[src/rtl/ac97_cmd_sched.sv]
// AC'97 command-slot scheduler: codec init sequence, periodic power-status
// polling and round-robin host register access, one command per frame.
module ac97_cmd_sched #(
  parameter int          POLL_FRAMES = 4800,
  parameter int          RD_TIMEOUT  = 4,
  parameter logic [15:0] HP_VOL      = 16'h1717
) (
  input  logic        ac97_bitclk,
  input  logic        rst,
  input  logic        ac97_strobe,
  input  logic [19:0] ac97_in_slot1,
  input  logic [19:0] ac97_in_slot2,
  input  logic        ac97_in_slot1_valid,
  input  logic        ac97_in_slot2_valid,
  output logic [19:0] ac97_out_slot1,
  output logic [19:0] ac97_out_slot2,
  output logic        ac97_out_slot1_valid,
  output logic        ac97_out_slot2_valid,
  input  logic        host_req,
  input  logic        host_wr,
  input  logic [6:0]  host_addr,
  input  logic [15:0] host_wdata,
  output logic        host_ack,
  output logic        host_rvalid,
  output logic [15:0] host_rdata,
  output logic        host_rerr,
  output logic        init_done,
  output logic        busy,
  output logic [15:0] pwr_status,
  output logic        pwr_ready
);

  localparam int PW = (POLL_FRAMES > 1) ? $clog2(POLL_FRAMES) : 1;
  localparam int TW = (RD_TIMEOUT > 1) ? $clog2(RD_TIMEOUT) : 1;
  localparam logic [6:0] PWR_ADDR = 7'h26;

  typedef enum logic [2:0] {INIT0, INIT1, INIT2, INIT3, IDLE, WR, RD_WAIT} state_t;

  state_t        state_reg, state_next;
  logic [19:0]   slot1_reg, slot1_next, slot2_reg, slot2_next;
  logic          valid_reg, valid_next;
  logic          ack_reg, ack_next, rvalid_reg, rvalid_next, rerr_reg, rerr_next;
  logic [15:0]   rdata_reg, rdata_next, pwr_reg, pwr_next;
  logic          init_done_reg, init_done_next;
  logic [PW-1:0] poll_cnt_reg, poll_cnt_next;
  logic          poll_pend_reg, poll_pend_next;
  logic          last_host_reg, last_host_next;
  logic          cmd_host_reg, cmd_host_next;
  logic [6:0]    cmd_addr_reg, cmd_addr_next;
  logic [TW-1:0] to_cnt_reg, to_cnt_next;

  logic          grant_host, rd_match, poll_wrap, poll_clear;
  logic          unused_in;

  assign unused_in = ^{ac97_in_slot1[19], ac97_in_slot1[11:0], ac97_in_slot2[3:0]};

  assign rd_match = ac97_in_slot1_valid && ac97_in_slot2_valid &&
                    (ac97_in_slot1[18:12] == cmd_addr_reg);
  // Host wins unless a poll is pending and the host was served last.
  assign grant_host = host_req && init_done_reg && (!poll_pend_reg || !last_host_reg);

  always_comb begin
    state_next     = state_reg;
    slot1_next     = slot1_reg;
    slot2_next     = slot2_reg;
    valid_next     = valid_reg;
    ack_next       = 1'b0;
    rvalid_next    = 1'b0;
    rdata_next     = rdata_reg;
    rerr_next      = rerr_reg;
    pwr_next       = pwr_reg;
    init_done_next = init_done_reg;
    poll_cnt_next  = poll_cnt_reg;
    poll_pend_next = poll_pend_reg;
    last_host_next = last_host_reg;
    cmd_host_next  = cmd_host_reg;
    cmd_addr_next  = cmd_addr_reg;
    to_cnt_next    = to_cnt_reg;
    poll_wrap      = 1'b0;
    poll_clear     = 1'b0;
    if (ac97_strobe) begin
      slot1_next = 20'h0;
      slot2_next = 20'h0;
      valid_next = 1'b0;
      if (init_done_reg) begin
        if (poll_cnt_reg == PW'(POLL_FRAMES - 1)) begin
          poll_cnt_next = '0;
          poll_wrap     = 1'b1;
        end else begin
          poll_cnt_next = poll_cnt_reg + 1'b1;
        end
      end
      case (state_reg)
        INIT0: begin
          slot1_next = {1'b0, 7'h00, 12'h0};
          valid_next = 1'b1;
          state_next = INIT1;
        end
        INIT1: begin
          slot1_next = {1'b0, 7'h02, 12'h0};
          valid_next = 1'b1;
          state_next = INIT2;
        end
        INIT2: begin
          slot1_next = {1'b0, 7'h04, 12'h0};
          slot2_next = {HP_VOL, 4'h0};
          valid_next = 1'b1;
          state_next = INIT3;
        end
        INIT3: begin
          slot1_next     = {1'b0, 7'h18, 12'h0};
          slot2_next     = {16'h0808, 4'h0};
          valid_next     = 1'b1;
          init_done_next = 1'b1;
          state_next     = IDLE;
        end
        IDLE: begin
          to_cnt_next = '0;
          if (grant_host) begin
            ack_next       = 1'b1;
            last_host_next = 1'b1;
            cmd_host_next  = 1'b1;
            cmd_addr_next  = host_addr;
            slot1_next     = {!host_wr, host_addr, 12'h0};
            slot2_next     = host_wr ? {host_wdata, 4'h0} : 20'h0;
            valid_next     = 1'b1;
            state_next     = host_wr ? WR : RD_WAIT;
          end else if (poll_pend_reg) begin
            last_host_next = 1'b0;
            cmd_host_next  = 1'b0;
            cmd_addr_next  = PWR_ADDR;
            slot1_next     = {1'b1, PWR_ADDR, 12'h0};
            valid_next     = 1'b1;
            state_next     = RD_WAIT;
          end
        end
        WR: state_next = IDLE;
        RD_WAIT: begin
          if (rd_match || (to_cnt_reg == TW'(RD_TIMEOUT - 1))) begin
            state_next = IDLE;
            if (cmd_host_reg) begin
              rvalid_next = 1'b1;
              rdata_next  = rd_match ? ac97_in_slot2[19:4] : 16'hFFFF;
              rerr_next   = !rd_match;
            end else begin
              poll_clear = 1'b1;
              if (rd_match) pwr_next = ac97_in_slot2[19:4];
            end
          end else begin
            to_cnt_next = to_cnt_reg + 1'b1;
          end
        end
        default: state_next = INIT0;
      endcase
      // A fresh wrap outranks the completion of the previous poll.
      if (poll_clear) poll_pend_next = 1'b0;
      if (poll_wrap)  poll_pend_next = 1'b1;
    end
  end

  always_ff @(posedge ac97_bitclk) begin
    if (rst) begin
      state_reg     <= INIT0;
      slot1_reg     <= 20'h0;
      slot2_reg     <= 20'h0;
      valid_reg     <= 1'b0;
      ack_reg       <= 1'b0;
      rvalid_reg    <= 1'b0;
      rdata_reg     <= 16'h0;
      rerr_reg      <= 1'b0;
      pwr_reg       <= 16'h0;
      init_done_reg <= 1'b0;
      poll_cnt_reg  <= '0;
      poll_pend_reg <= 1'b0;
      last_host_reg <= 1'b0;
      cmd_host_reg  <= 1'b0;
      cmd_addr_reg  <= 7'h0;
      to_cnt_reg    <= '0;
    end else begin
      state_reg     <= state_next;
      slot1_reg     <= slot1_next;
      slot2_reg     <= slot2_next;
      valid_reg     <= valid_next;
      ack_reg       <= ack_next;
      rvalid_reg    <= rvalid_next;
      rdata_reg     <= rdata_next;
      rerr_reg      <= rerr_next;
      pwr_reg       <= pwr_next;
      init_done_reg <= init_done_next;
      poll_cnt_reg  <= poll_cnt_next;
      poll_pend_reg <= poll_pend_next;
      last_host_reg <= last_host_next;
      cmd_host_reg  <= cmd_host_next;
      cmd_addr_reg  <= cmd_addr_next;
      to_cnt_reg    <= to_cnt_next;
    end
  end

  assign ac97_out_slot1       = slot1_reg;
  assign ac97_out_slot2       = slot2_reg;
  assign ac97_out_slot1_valid = valid_reg;
  assign ac97_out_slot2_valid = valid_reg;
  assign host_ack             = ack_reg;
  assign host_rvalid          = rvalid_reg;
  assign host_rdata           = rdata_reg;
  assign host_rerr            = rerr_reg;
  assign init_done            = init_done_reg;
  assign busy                 = (state_reg != IDLE);
  assign pwr_status           = pwr_reg;
  assign pwr_ready            = &pwr_reg[3:0];

endmodule

[config.mk]
export PLATFORM = sky130hd
export DESIGN_NAME = ac97_cmd_sched
export DESIGN_NICKNAME = d
export VERILOG_FILES = /design/src/rtl/ac97_cmd_sched.sv
export SDC_FILE = /design/constraint.sdc
export NUM_CORES = 1
export LEC_CHECK = 0
export BUFFER_PORTS_ARGS = -buffer_cell sky130_fd_sc_hd__buf_2
export CAP_MARGIN = 20
export CORE_AREA = 2 2 92 94
export CTS_CLUSTER_SIZE = 8
export DETAILED_ROUTE_END_ITERATION = 7
export DIE_AREA = 0 0 94 96
export GPL_TIMING_DRIVEN = 1
export PLACE_DENSITY = 0.77
export SETUP_SLACK_MARGIN = 0.02
export SYNTH_ARGS = -nofsm -noshare
export SYNTH_HDL_FRONTEND = slang
export SYNTH_SLANG_ARGS = --single-unit
[constraint.sdc]
create_clock -name ac97_bitclk -period 2.15 [get_ports ac97_bitclk]
set_clock_uncertainty 0.1 [all_clocks]
set_input_delay 0.1075 -clock ac97_bitclk [delete_from_list [all_inputs] [get_ports ac97_bitclk]]
set_output_delay 0.1075 -clock ac97_bitclk [all_outputs]
set_load 0.1 [all_outputs]
==> impl_metrics.yaml, run 1 <==
cells_and_area:
  final_util: 0.606
  drive_gt1_frac: 0.293
  final_area_um2: 4880
  synthToLayoutAreaGrowth_pct: 31.1
  antenna_cells: 0
  mostFrequentLayoutCell: "buf_2"
  final_nets: 618
  final_cell_mix: "buf_2 (116), dfxtp_1 (86), nor2_1 (51)"
sta:
  setup_viol: 0
  fin_crit_sh: 0.931
  fmax_ghz: 0.500
  rsz0062_at_grt: "false"
  fin_crit_ns: 2.00
  relSlewSlack: 0.582
  final_hold_viol_count: 0
  slew_violations: 0
  worst_hold_slack_ns: 0.0248
  final.setup.worst_slack_ns: 0.149
  worst_pin_slew_ns: 0.627
  tns_ns: 0
status:
  outcome: "finished clean"
floorplanning:
  die_y_um: 96
  die_x_um: 94
  fp-row-count: 33
  core_um2: 8050
  io_pins: 150
  initial_core_util: 0.462
  die-area_um2: 9020
logic_synthesis:
  synth_area_leaders: "dfxtp_1 (47%), nor2_1 (5.1%), mux2i_1 (4.6%)"
  avgSynthCellArea_um2: 9.36
  ys_seq_area_frac: 0.473
  ys_types: 56
  yosys_warnings: 0
  syn_inst: 398
  yosysTopAreaCell: "dfxtp_1"
  ys_seq_elements: 88
  synthArstFlopShare: 0
  synth_ff_type: "dfxtp_1"
  synth_top_cell_area_share: 0.473
  syn_area_um2: 3720
  synth_edf_count: 0
hold_path:
  hold_path.startpoint: "host_addr[5]"
  min_path_type: "in -> reg"
  holdPathStages: 4
  worstHoldEndpoint: "ac97_out_slot1[17]$_SDFFE_PP0P_"
clock_tree:
  cts_root_buffer: "clkbuf_8"
  clk_pin_slew_ns: 0.09
  cts_tree: "done"
  clk_latency_ns: 0.35
  cts_buffers: 9
  ctsHtreeMaxLevel: 3
  postCtsSetupRepairBufs: 0
  clock_sinks: 88
  clk_path_buf_depth: 2
drt:
  routed_wl_um: 8830
  postRouteAntennaNets: 0
  remaining_drc_errors: 0
  drtIter0Drc: 170
  wl_per_cell_um: 13.5
  viasPerCell: 5.07
  dr.pass1.iters: 4
  via_count: 3318
worst_setup_path:
  r2r_setup_slack_ns: 0.15
  slowest_stage: "or2_2"
  slowest_delay_ns: 0.46
  criticalPathCategory: "reg -> reg"
  crit_path_cell_trace: "xor2_1, nor4_2, buf_4, nand2_1, or2_2, o221a_2"
  cp_max_fo: 17
  cp.arrival_ns: 2.14
  ff2ff_path_depth: 6
  crit-reg2reg-launch: "cmd_addr_reg[6]$_SDFFE_PP0P_"
  cp.required_ns: 2.29
  startpoint_type: "flop"
  end_kind: "flop"
  r2r-end: "host_rdata[5]$_SDFFE_PP0P_"
global_routing:
  grt_overflow: 0
  grt_usage: 0.197
  grt_pass1_wl_um: 14200
  antenna_found_initial: 0
  first_global_vias: 3110
  grt_max_degree: 61
job:
  cap_violations: 0
placement:
  dpl-instance-area_um2: 4320
  dp_slack_ns: 0.0822
  dp_hpwl_um: 5880
  place_congestion: 0.820
  io_buffers: 116
power_and_ir_drop:
  power_leakage_uw: 0.00223
  irDropWorstVdd_v: 0.000284
  p_per_area_nw_per_um2: 649
-- metrics by stage --
step	instances	power, uW
after detailed placement	603	2030
after CTS	655	3200
final	655	3170
after global routing	655	3280
after global placement	603	2020
after floorplan	413	1970
-- synth_stat cells (10+ instances only) --
cell	number
dfxtp_1	88
a31oi_1	10
a21oi_1	23
nand2_1	38
nand2b_1	11
xor2_1	14
mux2i_1	17
nor2_1	51
clkbuf_1	13
buf_4	21
nand3_1	10
-- layer usage --
metal / GRT usage / part of all wire / vias up
met5: 0 / 0 / -
met4: 0.0700 / 0.015 / 0
met3: 0.0454 / 0.056 / 11
met2: 0.342 / 0.50 / 107
met1: 0.240 / 0.43 / 1539
li1: - / - / 1661
-- worst max path at each step --
stage | endpoint | slack [ns] | cells after the start | startpoint
floorplan | pwr_ready | 0.04 | 1 | pwr_status[1]$_SDFFE_PP0P_
global placement | host_rdata[3]$_SDFFE_PP0P_ | 0.11 | 6 | cmd_addr_reg[6]$_SDFFE_PP0P_
detailed placement | host_rdata[2]$_SDFFE_PP0P_ | 0.08 | 6 | cmd_addr_reg[6]$_SDFFE_PP0P_
CTS | host_rdata[5]$_SDFFE_PP0P_ | 0.07 | 6 | cmd_addr_reg[6]$_SDFFE_PP0P_
global route | host_rdata[5]$_SDFFE_PP0P_ | 0.03 | 6 | cmd_addr_reg[6]$_SDFFE_PP0P_
finish | host_rdata[5]$_SDFFE_PP0P_ | 0.15 | 6 | cmd_addr_reg[6]$_SDFFE_PP0P_
-- power breakdown --
group	switching [uW]	internal, uW
Combinational	277	116
Clock	589	539
Sequential	12.0	1640
Total	878	2290
-- timing repair --
item,in CTS,in global routing
gates resized for setup,0,2
endpoints found under the setup margin,0,18
hold buffers,37,0
hold endpoints to repair,57,0
-- cell type report --
| cell class | count | area [um^2] |
|---|---|---|
| clock buffer | 9 | 124 |
| clock inverter | 6 | 68.8 |
| fill | 715 | 3170 |
| inverter | 7 | 26.3 |
| multi-input combinational | 277 | 1740 |
| sequential | 88 | 1760 |
| tap | 105 | 131 |
| timing repair buffer | 163 | 1030 |
-- cells by family after synthesis --
family / share of synthesized area
XOR/XNOR: 0.0423
other: 0.00101
flip-flops: 0.473
buffers and inverters: 0.0746
AND/OR/NAND/NOR: 0.204
adder cells (fa/ha/maj): 0.00672
multiplexers: 0.0457
AO/OA/AOI/OAI: 0.153
-- critical path, delay by kind of cell (launching register included) --
family                    cells  cell delay, ns
AOI/OAI and AO/OA             1            0.30
DFF                           1            0.32
and+or+nand+nor               3            0.82
xor gates and xnor gates      1            0.17
buffers and inverters         1            0.18
Note: power is estimated with default switching activity, not from simulation.
==> run 2, diff against run 1 <==
--- a/config.mk
+++ b/config.mk
@@ -5,7 +5,7 @@
 export SDC_FILE = /design/constraint.sdc
 export NUM_CORES = 1
 export LEC_CHECK = 0
-export BUFFER_PORTS_ARGS = -buffer_cell sky130_fd_sc_hd__buf_2
+export BUFFER_PORTS_ARGS = -buffer_cell sky130_fd_sc_hd__buf_4
 export CAP_MARGIN = 20
 export CORE_AREA = 2 2 92 94
 export CTS_CLUSTER_SIZE = 8
==> impl_metrics.yaml, run 2 (same netlist as run 1, synthesis figures left out) <==
floorplanning:
  fp-row-count: 33
  die_y_um: 96
  initial_core_util: 0.462
  die_x_um: 94
  io_pins: 150
  die-area_um2: 9020
  core_um2: 8050
sta:
  final.setup.worst_slack_ns: 0.119
  fin_crit_sh: 0.945
  relSlewSlack: 0.585
  final_hold_viol_count: 0
  fin_crit_ns: 2.03
  fmax_ghz: 0.492
  tns_ns: 0
  slew_violations: 0
  rsz0062_at_grt: "false"
  setup_viol: 0
  worst_pin_slew_ns: 0.623
clock_tree:
  clock_sinks: 88
  clk_pin_slew_ns: 0.10
  clk_path_buf_depth: 2
  cts_tree: "done"
  cts_buffers: 9
  ctsHtreeMaxLevel: 3
  cts_root_buffer: "clkbuf_8"
  clk_latency_ns: 0.36
worst_setup_path:
  cp_max_fo: 17
  crit_buf_inv: 0
  endpoint: "host_rdata[5]$_SDFFE_PP0P_"
  r2r_setup_slack_ns: 0.12
  ff2ff_path_depth: 5
  criticalPathCategory: "reg -> reg"
  cp.arrival_ns: 2.18
  crit-reg2reg-launch: "cmd_addr_reg[2]$_SDFFE_PP0P_"
  startpoint_type: "flop"
  path_delay_family: "simple AND/OR/NAND/NOR gates"
  cp.required_ns: 2.30
  slowest_delay_ns: 0.48
  cp_num_cells: 5
  slowest_stage: "or2_1"
  crit_path_start: "cmd_addr_reg[2]$_SDFFE_PP0P_"
  end_kind: "flop"
  r2r-end: "host_rdata[5]$_SDFFE_PP0P_"
  crit_path_cell_trace: "xor2_1, nor4_4, nand2_1, or2_1, o221a_2"
power_and_ir_drop:
  irDropWorstVdd_v: 0.000431
  p_per_area_nw_per_um2: 618
  power_leakage_uw: 0.00228
cells_and_area:
  final_nets: 621
  antenna_cells: 0
  drive_gt1_frac: 0.294
  synthToLayoutAreaGrowth_pct: 39.6
  final_cell_mix: "buf_4 (129), dfxtp_1 (87), nor2_1 (51)"
  nFillCells: 629
  mostFrequentLayoutCell: "buf_4"
placement:
  dp_slack_ns: 0.156
  io_buffers: 116
  place_congestion: 0.788
  dp_hpwl_um: 6270
global_routing:
  first_global_vias: 3138
  grt_usage: 0.206
  antenna_found_initial: 0
  grt_max_degree: 37
  grt_pass1_wl_um: 14800
  grt_overflow: 0
drt:
  remaining_drc_errors: 0
  routed_wl_um: 9440
  wl_per_cell_um: 14.3
  via_count: 3416
  drtIter0Drc: 189
  postRouteAntennaNets: 0
  dr.pass1.iters: 4
  viasPerCell: 5.18
job:
  cap_violations: 0
status:
  outcome: "finished clean"
hold_path:
  min_path_type: "in -> reg"
## run 2: cell types whose count changed in the layout (fill, tap and decap cells not counted)
cell	before	now
buf_2	116	0
buf_4	10	129
bufinv_16	1	0
clkinv_2	1	0
clkinv_8	0	1
dfxtp_1	86	87
dfxtp_2	2	1
inv_6	2	1
inv_8	0	3
or2_1	0	1
or2_2	1	0
## run 2: cell type report
cell class	instances	area (um^2)	area share
flip-flops and latches	88	1760	0.339
well taps	105	131	0.0253
inverters	7	26.3	0.00505
clock inverters	7	75.1	0.0144
multi-input cells	277	1740	0.335
repair buffers	166	1340	0.258
clock buffers	9	124	0.0238
## run 2: tightest hold or removal path, delay by kind of cell
kind	cells	cell delay, ns
buffers and inverters	1	0.08
AO/OA/AOI/OAI	1	0.13
AND/OR/NAND/NOR	2	0.13
## run 2: stage by stage
stage               total power, uW  cells  hold WS [ns]   util  area [um^2]
floorplan                      1970    413         0.144      -         3780
CTS                            3230    659       0.00777  0.646         5200
detailed placement             2060    606         0.250  0.575         4630
global placement               2060    606         0.234  0.575         4630
global route                   3310    659        0.0221  0.646         5200
finish                         3210    659        0.0282  0.646         5200
## run 2: per-layer routing
metal	track usage	up-vias	part of all wire
li1	-	1668	-
met1	0.255	1616	0.42
met2	0.357	117	0.50
met3	0.0446	15	0.060
met4	0.0725	0	0.018
met5	0	-	0
## run 2: timing repair
action                                  CTS  global route
buffers inserted                          0             0
resized for setup                         0             0
endpoints found under the setup margin    0             0
hold buffers                             37             0
endpoints found under the hold margin    57             0
## run 2: where the power goes
group | internal [uW] | switching, uW
Combinational | 150 | 283
Clock | 460 | 669
Sequential | 1640 | 12.5
## run 2: how the worst min path moves through the flow
stage               cells past startpoint                         endpoint  slack, ns            from
floorplan                               2  ac97_out_slot2[12]$_SDFFE_PP0P_       0.14   host_wdata[8]
global placement                        3  ac97_out_slot2[17]$_SDFFE_PP0P_       0.23  host_wdata[13]
detailed placement                      3  ac97_out_slot2[19]$_SDFFE_PP0P_       0.25  host_wdata[15]
CTS                                     4  ac97_out_slot1[17]$_SDFFE_PP0P_      0.008    host_addr[5]
global route                            4  ac97_out_slot1[17]$_SDFFE_PP0P_       0.02    host_addr[5]
finish                                  4  ac97_out_slot1[17]$_SDFFE_PP0P_       0.03    host_addr[5]
==> run 3, diff against run 2 <==
--- a/config.mk
+++ b/config.mk
@@ -7,12 +7,14 @@
 export LEC_CHECK = 0
 export BUFFER_PORTS_ARGS = -buffer_cell sky130_fd_sc_hd__buf_4
 export CAP_MARGIN = 20
-export CORE_AREA = 2 2 92 94
+export CELL_PAD_IN_SITES_DETAIL_PLACEMENT = 0
+export CELL_PAD_IN_SITES_GLOBAL_PLACEMENT = 1
+export CORE_AREA = 2 2 107 109
 export CTS_CLUSTER_SIZE = 8
 export DETAILED_ROUTE_END_ITERATION = 7
-export DIE_AREA = 0 0 94 96
+export DIE_AREA = 0 0 109 111
 export GPL_TIMING_DRIVEN = 1
-export PLACE_DENSITY = 0.77
+export PLACE_DENSITY_LB_ADDON = 0.1
 export SETUP_SLACK_MARGIN = 0.02
 export SYNTH_ARGS = -nofsm -noshare
 export SYNTH_HDL_FRONTEND = slang
==> constraint.sdc (replaced) <==
create_clock -name ac97_bitclk -period 2 [get_ports ac97_bitclk]
set_clock_uncertainty 0.1 [all_clocks]
set_input_delay 0.1 -clock ac97_bitclk [delete_from_list [all_inputs] [get_ports ac97_bitclk]]
set_output_delay 0.1 -clock ac97_bitclk [all_outputs]
set_load 0.1 [all_outputs]
==> impl_metrics.yaml, run 3 (same netlist as run 1, synthesis figures left out) <==
status:
  outcome: "finished clean"
sta:
  fmax_ghz: 0.539
  fin_crit_sh: 0.928
  fin_crit_ns: 1.86
  slew_violations: 0
  final.setup.worst_slack_ns: 0.144
  rsz0062_at_grt: "false"
  relSlewSlack: 0.546
  final_hold_viol_count: 0
  tns_ns: 0
  setup_viol: 0
  worst_pin_slew_ns: 0.681
clock_tree:
  cts_root_buffer: "clkbuf_16"
  clk_path_buf_depth: 2
  ctsHtreeMaxLevel: 3
  cts_buffers: 9
  clock_sinks: 88
  cts_tree: "done"
  clk_pin_slew_ns: 0.06
  clk_latency_ns: 0.33
power_and_ir_drop:
  p_total_uw: 4060
  p_per_area_nw_per_um2: 750
  irDropWorstVdd_v: 0.000485
  clockPowerShare: 0.449
  swShare: 0.255
  power_leakage_uw: 0.00236
  p_comb_frac: 0.115
  p_seq_frac: 0.436
  p_switching_uw: 1040
  intPower_uw: 3030
placement:
  dp_hpwl_um: 6520
  place_congestion: 0.724
  dpl-instance-area_um2: 4710
  dp_slack_ns: 0.0621
  io_buffers: 116
cells_and_area:
  mostFrequentLayoutCell: "buf_4"
  final_cell_mix: "buf_4 (133), dfxtp_1 (86), nor2_1 (51)"
  antenna_cells: 0
  final_nets: 625
  final_util: 0.489
  drive_gt1_frac: 0.305
  synthToLayoutAreaGrowth_pct: 45.5
  nFillCells: 1083
  final_area_um2: 5420
worst_setup_path:
  endpoint: "host_rdata[5]$_SDFFE_PP0P_"
  criticalPathCategory: "reg -> reg"
  cp_num_cells: 7
  crit_buf_inv: 2
  cp.required_ns: 2.13
  slowest_stage: "dfxtp_1"
  ff2ff_path_depth: 7
  cp.arrival_ns: 1.98
  cp_max_fo: 16
  r2r-end: "host_rdata[5]$_SDFFE_PP0P_"
  crit_path_start: "cmd_addr_reg[2]$_SDFFE_PP0P_"
  slowest_delay_ns: 0.35
  end_kind: "flop"
  path_delay_family: "compound AO/OA/AOI/OAI gates"
  r2r_setup_slack_ns: 0.14
  startpoint_type: "flop"
  crit-reg2reg-launch: "cmd_addr_reg[2]$_SDFFE_PP0P_"
  crit_path_cell_trace: "xor2_1, nor4_4, buf_4, a21oi_2, nor2_4, buf_12, o221a_2"
global_routing:
  grt_usage: 0.159
  antenna_found_initial: 0
  grt_max_degree: 61
  first_global_vias: 3110
  grt_overflow: 0
  grt_pass1_wl_um: 15400
floorplanning:
  die_y_um: 111
  die-area_um2: 12100
  io_pins: 150
  fp-row-count: 39
  initial_core_util: 0.336
  die_x_um: 109
  core_um2: 11100
drt:
  wl_met2_um: 4520
  wl_per_cell_um: 13.9
  via_count: 3338
  routed_wl_um: 9720
  met3_length_um: 557
  postRouteAntennaNets: 0
  wl_met1_um: 4540
  viasPerCell: 4.76
  highest_layer: "met4"
  drtIter0Drc: 121
  dr.pass1.iters: 4
  remaining_drc_errors: 0
hold_path:
  min_path_type: "in -> reg"
job:
  cap_violations: 0
[run 3: changes by cell type in the layout (fill, tap and decap cells not counted), sizes merged]
| cell | delta |
|---|---|
| clkinv | -1 |
| clkinvlp | +1 |
| buf | +5 |
| inv | -2 |
| dlygate4sd3 | -1 |
| bufinv | +2 |
[run 3: worst min path at each step]
stage	start	slack, ns	depth (start not counted)	to
6_report	host_addr[5]	0.02	4	ac97_out_slot1[17]$_SDFFE_PP0P_
5_1_grt	host_addr[5]	0.07	4	ac97_out_slot1[17]$_SDFFE_PP0P_
4_1_cts	host_addr[2]	0.01	3	cmd_addr_reg[2]$_SDFFE_PP0P_
3_5_place_dp	host_wdata[13]	0.24	3	ac97_out_slot2[17]$_SDFFE_PP0P_
3_3_place_gp	host_wdata[14]	0.23	3	ac97_out_slot2[18]$_SDFFE_PP0P_
2_1_floorplan	host_wdata[8]	0.14	2	ac97_out_slot2[12]$_SDFFE_PP0P_
[run 3: metrics by stage]
stage | hold WS (ns) | instances
final | 0.0213 | 701
after global routing | 0.0733 | 701
after CTS | 0.0142 | 700
after detailed placement | 0.237 | 648
after global placement | 0.228 | 648
after floorplan | 0.136 | 413
[run 3: power by group through the flow]
| stage | clock network, uW | logic (uW) | registers [uW] |
|---|---|---|---|
| 6_report | 1830 | 466 | 1770 |
| 5_1_grt | 1950 | 489 | 1770 |
| 4_1_cts | 1880 | 467 | 1770 |
| 3_5_place_dp | 0 | 410 | 1810 |
| 3_3_place_gp | 0 | 409 | 1810 |
| 2_1_floorplan | 0 | 259 | 1860 |
[run 3: cell type report]
cell class / instances / area, um^2 / area share
Timing Repair Buffer: 170 / 1380 / 0.254
Clock buffer: 9 / 225 / 0.0416
Clock inverter: 7 / 101 / 0.0187
Inverter: 7 / 26.3 / 0.00485
Tap cell: 143 / 179 / 0.0330
Sequential cell: 88 / 1770 / 0.326
Multi-Input combinational cell: 277 / 1740 / 0.321
[run 3: metal layers]
| metal | global-route usage | vias up |
|---|---|---|
| met4 | 0.0436 | 0 |
| met1 | 0.211 | 1561 |
| li1 | - | 1674 |
| met3 | 0.0400 | 11 |
| met2 | 0.255 | 92 |
| met5 | 0 | - |
[run 3: worst register-to-register path: cells and delay by family (launching register included)]
kind | cells | cell delay, ns
simple gates | 2 | 0.15
flops | 1 | 0.35
xor+xnor | 1 | 0.23
compound gates | 2 | 0.62
buf+inv | 2 | 0.31
[run 3: what timing repair did]
action | in CTS | in global routing
hold buffers | 36 | 0
setup buffers | 0 | 1
setup endpoints to repair | 0 | 17
resized for setup | 0 | 1
hold endpoints to repair | 56 | 0
